$ cat config.mk
export PLATFORM = sky130hd
export DESIGN_NAME = ov7670_frame_writer_flat
export DESIGN_NICKNAME = d
export VERILOG_FILES = /design/src/rtl/ov7670_frame_writer_if.sv /design/src/rtl/ov7670_frame_writer.sv /design/src/flat_wrapper.sv
export SDC_FILE = /design/constraint.sdc
export NUM_CORES = 1
export LEC_CHECK = 0
export ABC_AREA = 1
export BUFFER_PORTS_ARGS = -buffer_cell sky130_fd_sc_hd__clkbuf_2
export CORE_UTILIZATION = 33
export CTS_BUF_LIST = sky130_fd_sc_hd__clkbuf_4
export DETAILED_ROUTE_END_ITERATION = 10
export PLACE_DENSITY_LB_ADDON = 0.05
export SLEW_MARGIN = 40
export SYNTH_ARGS = -nofsm -noshare
export SYNTH_HDL_FRONTEND = slang
export SYNTH_SLANG_ARGS = --single-unit
export TNS_END_PERCENT = 100
$ cat constraint.sdc
create_clock -name pclk -period 3.8 [get_ports pclk]
set_input_delay 0.57 -clock pclk [delete_from_list [all_inputs] [get_ports pclk]]
set_output_delay 0.57 -clock pclk [all_outputs]
set_load 0.02 [all_outputs]
$ cat src/rtl/ov7670_frame_writer_if.sv
// Bundle between the OV7670 parallel bus and the frame-RAM write port.
// The master side is the camera/RAM world; the slave side is the frame writer.
interface ov7670_frame_writer_if #(
   parameter int ADDR_W = 19
);
   logic              vsync;
   logic              href;
   logic [7:0]        d;
   logic [ADDR_W-1:0] addr;
   logic [11:0]       dout;
   logic              we;
   logic              frame_done;
   logic              line_err;
   logic [7:0]        frame_cnt;

   modport master (
      output vsync, href, d,
      input  addr, dout, we, frame_done, line_err, frame_cnt
   );

   modport slave (
      input  vsync, href, d,
      output addr, dout, we, frame_done, line_err, frame_cnt
   );
endinterface

$ cat src/rtl/ov7670_frame_writer.sv
// OV7670 capture stage: frames on VSYNC/HREF, pairs RGB565 bytes into RGB444
// pixels and writes them row-major into the frame RAM. Tracks bad line lengths
// per frame and counts completed frames. Everything runs on the pixel clock.
module ov7670_frame_writer #(
   parameter int H_ACTIVE = 640,
   parameter int V_ACTIVE = 480,
   parameter int ADDR_W   = 19
) (
   input logic                  pclk,
   input logic                  rst,
   ov7670_frame_writer_if.slave bus
);
   localparam int COL_W = $clog2(H_ACTIVE + 1);
   localparam int ROW_W = $clog2(V_ACTIVE + 1);
   localparam logic [COL_W-1:0]  H_LIM  = COL_W'(H_ACTIVE);
   localparam logic [ROW_W-1:0]  V_LIM  = ROW_W'(V_ACTIVE);
   localparam logic [ROW_W-1:0]  V_LAST = ROW_W'(V_ACTIVE - 1);
   localparam logic [ADDR_W-1:0] H_STEP = ADDR_W'(H_ACTIVE);

   typedef enum logic [1:0] {SYNC, BLANK, ACTIVE} state_t;

   state_t            state;
   logic              vsync_q, vsync_qq;
   logic              href_q, href_qq;
   logic [7:0]        d_q;
   logic              phase;
   logic [6:0]        hi;          // {R[3:0], G[3:1]} from the first byte
   logic [COL_W-1:0]  col;
   logic [ROW_W-1:0]  row;
   logic [ADDR_W-1:0] row_base;    // row*H_ACTIVE, built by accumulation
   logic [ADDR_W-1:0] wr_addr;
   logic [11:0]       wr_data;
   logic              wr_en;
   logic              done;
   logic              err;
   logic [7:0]        frames;

   logic              vsync_rise, vsync_fall, href_fall, pixel_ok;
   logic [ADDR_W-1:0] pix_addr;

   assign vsync_rise = vsync_q & ~vsync_qq;
   assign vsync_fall = ~vsync_q & vsync_qq;
   assign href_fall  = ~href_q & href_qq;
   assign pixel_ok   = (col < H_LIM) && (row < V_LIM);
   // Only evaluated when pixel_ok holds, so it never exceeds H*V-1.
   assign pix_addr   = row_base + ADDR_W'(col);

   assign bus.addr       = wr_addr;
   assign bus.dout       = wr_data;
   assign bus.we         = wr_en;
   assign bus.frame_done = done;
   assign bus.line_err   = err;
   assign bus.frame_cnt  = frames;

   // Register the camera pins once, plus a second stage for edge detection.
   always_ff @(posedge pclk or posedge rst) begin
      if (rst) begin
         vsync_q  <= 1'b0;
         vsync_qq <= 1'b0;
         href_q   <= 1'b0;
         href_qq  <= 1'b0;
         d_q      <= 8'd0;
      end else begin
         vsync_q  <= bus.vsync;
         vsync_qq <= vsync_q;
         href_q   <= bus.href;
         href_qq  <= href_q;
         d_q      <= bus.d;
      end
   end

   // Frame FSM with byte pairing, address generation and statistics.
   always_ff @(posedge pclk or posedge rst) begin
      if (rst) begin
         state    <= SYNC;
         phase    <= 1'b0;
         hi       <= 7'd0;
         col      <= '0;
         row      <= '0;
         row_base <= '0;
         wr_addr  <= '0;
         wr_data  <= 12'd0;
         wr_en    <= 1'b0;
         done     <= 1'b0;
         err      <= 1'b0;
         frames   <= 8'd0;
      end else begin
         wr_en <= 1'b0;
         done  <= 1'b0;
         case (state)
            // After reset wait for blanking so a partial frame is never captured.
            SYNC: begin
               if (vsync_q) state <= BLANK;
            end
            BLANK: begin
               if (vsync_fall) begin
                  row      <= '0;
                  row_base <= '0;
                  col      <= '0;
                  phase    <= 1'b0;
                  err      <= 1'b0;
                  state    <= ACTIVE;
               end
            end
            ACTIVE: begin
               if (href_fall) begin
                  // Line end: odd byte count or wrong pixel count marks the frame.
                  if (phase || (col != H_LIM)) err <= 1'b1;
                  if (row < V_LIM)  row <= row + ROW_W'(1);
                  if (row < V_LAST) row_base <= row_base + H_STEP;
                  col   <= '0;
                  phase <= 1'b0;
               end else if (href_q && !vsync_rise) begin
                  if (!phase) begin
                     hi    <= {d_q[7:4], d_q[2:0]};
                     phase <= 1'b1;
                  end else begin
                     phase <= 1'b0;
                     if (pixel_ok) begin
                        wr_en   <= 1'b1;
                        wr_addr <= pix_addr;
                        wr_data <= {hi, d_q[7], d_q[4:1]};
                     end else begin
                        err <= 1'b1;
                     end
                     if (col < H_LIM) col <= col + COL_W'(1);
                  end
               end
               // Frame end; a line still in progress is abandoned.
               if (vsync_rise) begin
                  if (href_q) err <= 1'b1;
                  done   <= 1'b1;
                  frames <= frames + 8'd1;
                  state  <= BLANK;
               end
            end
            default: state <= SYNC;
         endcase
      end
   end
endmodule

$ cat src/flat_wrapper.sv
// flat-port wrapper written by rule: the top's interface ports become plain ports
module ov7670_frame_writer_flat 
#(
   parameter int H_ACTIVE = 640,
   parameter int V_ACTIVE = 480,
   parameter int ADDR_W   = 19
)
  (pclk, rst, bus_vsync, bus_href, bus_d, bus_addr, bus_dout, bus_we, bus_frame_done, bus_line_err, bus_frame_cnt);
  ov7670_frame_writer_if #(.ADDR_W(ADDR_W)) bus_i ();
  input logic pclk;
  input logic rst;
  input wire logic [$bits(bus_i.vsync)-1:0] bus_vsync;
  input wire logic [$bits(bus_i.href)-1:0] bus_href;
  input wire logic [$bits(bus_i.d)-1:0] bus_d;
  output wire logic [$bits(bus_i.addr)-1:0] bus_addr;
  output wire logic [$bits(bus_i.dout)-1:0] bus_dout;
  output wire logic [$bits(bus_i.we)-1:0] bus_we;
  output wire logic [$bits(bus_i.frame_done)-1:0] bus_frame_done;
  output wire logic [$bits(bus_i.line_err)-1:0] bus_line_err;
  output wire logic [$bits(bus_i.frame_cnt)-1:0] bus_frame_cnt;
  assign bus_i.vsync = bus_vsync;
  assign bus_i.href = bus_href;
  assign bus_i.d = bus_d;
  assign bus_addr = bus_i.addr;
  assign bus_dout = bus_i.dout;
  assign bus_we = bus_i.we;
  assign bus_frame_done = bus_i.frame_done;
  assign bus_line_err = bus_i.line_err;
  assign bus_frame_cnt = bus_i.frame_cnt;
  ov7670_frame_writer #(.H_ACTIVE(H_ACTIVE), .V_ACTIVE(V_ACTIVE), .ADDR_W(ADDR_W)) u_core (.pclk(pclk), .rst(rst), .bus(bus_i));
endmodule
==> After elaboration in Yosys (flattened, before gate mapping) <==
Index checks and enable logic that the tools add are counted.
Widths: inputs -> output; s select.
{ "word_totals": {"register_bits": 102, "output_inout_bits": 42, "wordCells": 98} }
{ "classes": {"add_sub_neg": 5, "order_cmp": 3, "eq_ne": 12, "mux": 38, "n_bitwise": 8, "n_reduce_logical": 15} }
{ "ops": {"columns": ["op", "n"], "rows": [
  ["$mux 19", 3],
  ["$mux 10", 5],
  ["$pmux 19 s2", 1],
  ["$mux 9", 3],
  ["$pmux 10 s2", 1],
  ["$add 19x10->19", 1],
  ["$add 19x10->19 const B", 1],
  ["$lt 9x9->1 const B", 2],
  ["$mux 1", 18],
  ["$pmux 9 s2", 1],
  ["$ne 2x1->1 const B", 6],
  ["$reduce_and 4->1", 3],
  ["$add 10x1->10 const B", 1],
  ["$lt 10x10->1 const B", 1],
  ["$ne 10x10->1 const B", 1],
  ["$reduce_and 5->1", 2],
  ["$add 9x1->9 const B", 1],
  ["$ne 3x1->1 const B", 3],
  ["$add 8x1->8 const B", 1],
  ["$mux 2", 3],
  ["$pmux 2 s3", 1],
  ["$reduce_and 3->1", 2],
  ["$not 1->1", 5],
  ["$pmux 1 s2", 2],
  ["other kinds (9)", 13]
]} }

==> Logic depth before layout (Yosys ltp) <==
{ "logic_depth": {"depth_word": 9, "mapped_depth": 11, "mapped_depth_nobuf": 10} }

==> Worst setup path before layout <==
No wires, ideal clock.
{ "synth_path": {"path_kind": "register to register", "startpoint": "reg u_core.state[0]", "endpoint": "reg u_core.row_base[9]", "setup_time_ns": 0.118, "t_arrival_ns": 1.475, "t_required_ns": 3.682, "path_slack_ns": 2.207, "stages_incl_launch_ff": 11, "path_cell_list": "dfrtp_1 > inv_1 > ha_1 > nand2_2 > nand2_2 > nand3_4 > nor2_4 > inv_4 > buf_6 > nand2_1 > o21ai_2"} }
{ "synth_via": {"elab_chain_len": 3, "elab_cells_between_ends": 8, "cone_classes": "5 x eq/ne; 1 x mux; 2 x reduce/logical"} }
{ "synth_rtl": {"columns": ["element", "line_no", "rtl"], "rows": [
  ["start, declared", "ov7670_frame_writer.sv:22", "state_t state;"],
  ["start signal, assigned", "ov7670_frame_writer.sv:75", "state <= SYNC;"],
  ["start signal, assigned", "ov7670_frame_writer.sv:93", "if (vsync_q) state <= BLANK;"],
  ["start signal, assigned", "ov7670_frame_writer.sv:102", "state <= ACTIVE;"],
  ["$eq 2x2->1 / $eq 2x1->1 (equally long branches)", "ov7670_frame_writer.sv:90", "case (state)"],
  ["$ne 2x1->1 (no line) / $reduce_bool 2->1 (equally long branches)", null, null],
  ["$reduce_and 4->1 (no line)", null, null],
  ["end signal, assigned", "ov7670_frame_writer.sv:110", "if (row < V_LAST) row_base <= row_base + H_STEP;"],
  ["end, declared", "ov7670_frame_writer.sv:30", "logic [ADDR_W-1:0] row_base;"]
]} }
Several ways; a longest one is shown, not always the timed one.
A chain may end at the register's enable or synchronous reset.

==> Final worst setup path <==
{ "layout_path": {"startpoint": "reg u_core.state[0]", "endpoint": "reg u_core.row[5]"} }
{ "layout_via": {"elab_chain_len": 3, "elab_cells_between_ends": 8, "cone_classes": "5 x eq/ne; 1 x mux; 2 x reduce/logical"} }
{ "layout_rtl": {"columns": ["element", "line_no", "rtl"], "rows": [
  ["$eq 2x2->1 / $eq 2x1->1 (equally long branches)", "ov7670_frame_writer.sv:90", null],
  ["$ne 2x1->1 (no line) / $reduce_bool 2->1 (equally long branches)", null, null],
  ["$reduce_and 4->1 (no line)", null, null],
  ["end signal, assigned", "ov7670_frame_writer.sv:109", "if (row < V_LIM) row <= row + ROW_W'(1);"],
  ["end, declared", "ov7670_frame_writer.sv:29", "logic [ROW_W-1:0] row;"]
]} }
Several ways; a longest one is shown, not always the timed one.

==> run_results.csv <==
group,metric,value,unit
worst_setup_path,critPathKind,"flip-flop to flip-flop",
clock_network,cts_tree,"done",
timing,finalSetupViolations,0,
timing,fmax,495.9,MHz
worst_setup_path,critical-path-top-delay-family,"buffers and inverters",
yosys,ys_async_sr_fraction,100.0,%
floorplan,pin_count,54,
clock_network,post_cts_buffers,0,
timing,post-route-min-period,2.017,ns
clock_network,path_clk_slew,0.15,ns
clock_network,ctsHoldBuffers,0,
timing,fin_ws,1.783,ns
worst_setup_path,r2r_setup_slack,1.78,ns
timing,finClkSkew,0.01610,ns
route,drcViolationCount,0,
yosys,synth_adder_area_share,2.942,%
worst_setup_path,worstPathCellList,"inv_1 -> ha_1 -> buf_4 -> nand2_2 -> nand2_2 -> nand3_4 -> inv_1 -> nand4_1 -> o21ai_0",
worst_setup_path,rr_endpoint,"u_core.row[5]",
worst_setup_path,regToRegStartpoint,"u_core.state[0]",
clock_network,post_cts_resized,0,
final_layout,drive_gt1_share,17.13,%
clock_network,cts_root_buf,"clkbuf_4",
yosys,yosysWarningCount,0,
timing,final_max_slew_viol_count,0,
yosys,synth_mux_area_share,0,%
clock_network,cts_buffers,9,
yosys,syn-num-nets,579,
grt,gr-total-overflow,0,
grt,antenna_found_initial,0,
floorplan,initial_core_util,33.70,%
yosys,synth_top_family_by_area,"simple AND/OR/NAND/NOR gates",
worst_setup_path,reg2regPathDepth,9,
worst_setup_path,critPathBufInv,3,
final_layout,final_nets,631,
floorplan,coreArea,13880,µm²
yosys,avgSynthCellArea,8.414,µm²
worst_setup_path,critPathCaptureType,"flip-flop",
worst_setup_path,worstPathArrival,2.41,ns
worst_setup_path,max_stage_delay,0.40,ns
yosys,synthXorXnorAreaFrac,2.434,%
floorplan,die_w,121.1,µm
clock_network,clk_latency,0.46,ns
route,initialDrtViolationCount,193,
yosys,synth_flop_cell,"dfrtp_1",
power_and_ir_drop,combPwrFrac,29.4,%
floorplan,num_rows,43,
placed_design,dp_slack,1.744,ns
grt,grt_pass1_vias,3433,
timing,finalCritPeriodShare,53.07,%
timing,hold_violations,0,
worst_setup_path,path_max_fanout,32,
route,wl_per_cell,12.69,µm
power_and_ir_drop,internal-power,1.586,mW
route,num_vias,3669,
power_and_ir_drop,power_frac_clock,21.2,%
placed_design,port_buffers,53,
yosys,synth_edf_count,0,
yosys,ys_ff_latch,95,
final_layout,final_common_cell,"nand2_1",
power_and_ir_drop,p_leak,2.556,nW
min_path,hold_class,"primary input to asynchronous set/reset pin",
yosys,synth-simple-area-share,27.25,%
route,dr.pass1.iters,4,
placed_design,globalplace.congestion,0.8257,
placed_design,dp.cells,777,
flow_run,cap_violations,0,
clock_network,clockBufferDepth,2,
clock_network,cts.sinks,95,
yosys,synth_cells,556,
worst_setup_path,startpoint_type,"flip-flop",
grt,grt.total_usage,15.18,%
placed_design,dp_hpwl,7.228,mm
timing,fin_setup_tns,0,ns
route,viasPerCell,4.627,
power_and_ir_drop,swShare,38.08,%
final_layout,final_cells,793,
floorplan,die_h,121.1,µm
final_layout,area_growth,11.90,%
worst_setup_path,slowest_stage,"dfrtp_1",
timing,tightest_slew,0.6512,ns
route,ant_nets,0,
power_and_ir_drop,power.density,489.1,nW/µm²
timing,rsz0062_at_grt,"no",
run_status,status,"completed",
worst_setup_path,critPathLaunch,"u_core.state[0]",
route,wl,10.06,mm
timing,slew_headroom,56.59,%
power_and_ir_drop,p_seq_share,49.4,%
clock_network,htreeDepth,3,
yosys,ys_seq_area_share,50.82,%
grt,grt_start_max_net_pins,54,
grt,grt_pass1_wl,17.24,mm
yosys,synth_compound_area_share,9.307,%
yosys,syn_area,4678,µm²
final_layout,diodes,0,
final_layout,final_cell_mix,"nand2_1, dfrtp_1, inv_1, clkbuf_2, o21ai_0",
yosys,yosysUniqueCellTypes,35,
power_and_ir_drop,power.switching,0.9749,mW
power_and_ir_drop,vdd_drop_max,0.0003261,V
worst_setup_path,crit_required,4.19,ns
floorplan,dieArea,14660,µm²
## cell type report
| class | instances | area, µm² |
|---|---|---|
| Clock buffer | 10 | 75.07 |
| Clock inverter | 6 | 61.31 |
| Tap cell | 180 | 225.2 |
| Timing Repair Buffer | 57 | 295.3 |
| Fill cell | 1460 | 8646 |
| Inverter | 60 | 230.2 |
| Sequential cell | 95 | 2377 |
| Multi-Input combinational cell | 385 | 1971 |
## kinds of logic (layout without fill, tap and decap cells)
kind of cell,Yosys count,after routing
DFF,95,95
xor gates and xnor gates,13,13
adders and majority gates,11,11
buffers and inverters,76,133
and+or+nand+nor,286,286
AOI/OAI and AO/OA,75,75
## cell usage after synthesis, types with 2 or more instances
cell type	number	area (µm²)
o21ai_0	46	230.2
nor2_4	2	22.52
xor2_1	10	87.58
buf_6	4	45.04
o21bai_1	2	15.01
a21oi_1	3	15.01
buf_2	5	25.02
buf_4	4	30.03
o21ai_2	10	87.58
nand2_4	3	33.78
o21ai_1	11	55.05
dfrtp_1	95	2377
inv_1	56	210.2
nand4_1	21	131.4
nand3_1	40	200.2
clkbuf_1	3	11.26
nor2_2	4	25.02
nand2_1	174	653.1
inv_2	3	11.26
nor2_1	29	108.9
nand2_2	4	25.02
xnor2_1	3	26.28
nor3_1	2	10.01
ha_1	11	137.6
## power groups by stage
stage | registers [mW] | logic [mW] | clock network (mW)
after CTS | 1.27 | 0.768 | 0.582
after global routing | 1.29 | 0.861 | 0.620
after global placement | 1.29 | 0.755 | 0
after floorplan | 1.33 | 0.528 | 0
final | 1.26 | 0.752 | 0.543
after detailed placement | 1.29 | 0.762 | 0
## metal layers
metal	share of wire [%]	global-route usage (%)	routed length, µm	vias to the layer above
li1	-	-	-	1899
met1	52	21.01	5221	1703
met2	43	22.75	4322	61
met3	4.1	4.699	409	6
met4	1.1	4.167	108	0
met5	0	0	0	-
## state kept, by name (all words and copies together) (netlist names), 2 cells and up
name                  count
u_core.state              2
u_core.col               10
u_core.hi                 7
u_core.row                9
u_core.row_base          12
u_core.bus.dout          12
u_core.bus.addr          19
u_core.bus.frame_cnt      8
u_core.d_q                8
## worst max-delay path by stage
| stage | cells after the start | endpoint | slack (ns) |
|---|---|---|---|
| 6_report | 9 | u_core.row[5] | 1.78 |
| 3_3_place_gp | 9 | u_core.bus.frame_cnt[6] | 1.78 |
| 4_1_cts | 9 | u_core.row[5] | 1.72 |
| 5_1_grt | 9 | u_core.row[3] | 1.51 |
| 2_1_floorplan | 1 | u_core.bus.addr[0] | 0.75 |
| 3_5_place_dp | 9 | u_core.bus.frame_cnt[6] | 1.74 |
## through the flow
stage                     instance area, µm²  total power [mW]  utilization (%)  hold WS [ns]
final                                   5235             2.560            37.71        0.1607
after global routing                    5235             2.774            37.71        0.1338
after CTS                               5235             2.617            37.71        0.1443
after detailed placement                5099             2.050            36.73        0.4216
after global placement                  5092             2.041            36.69        0.4177
after floorplan                         4678             1.862                -        0.3947
Note: power is estimated with default switching activity, not from simulation.
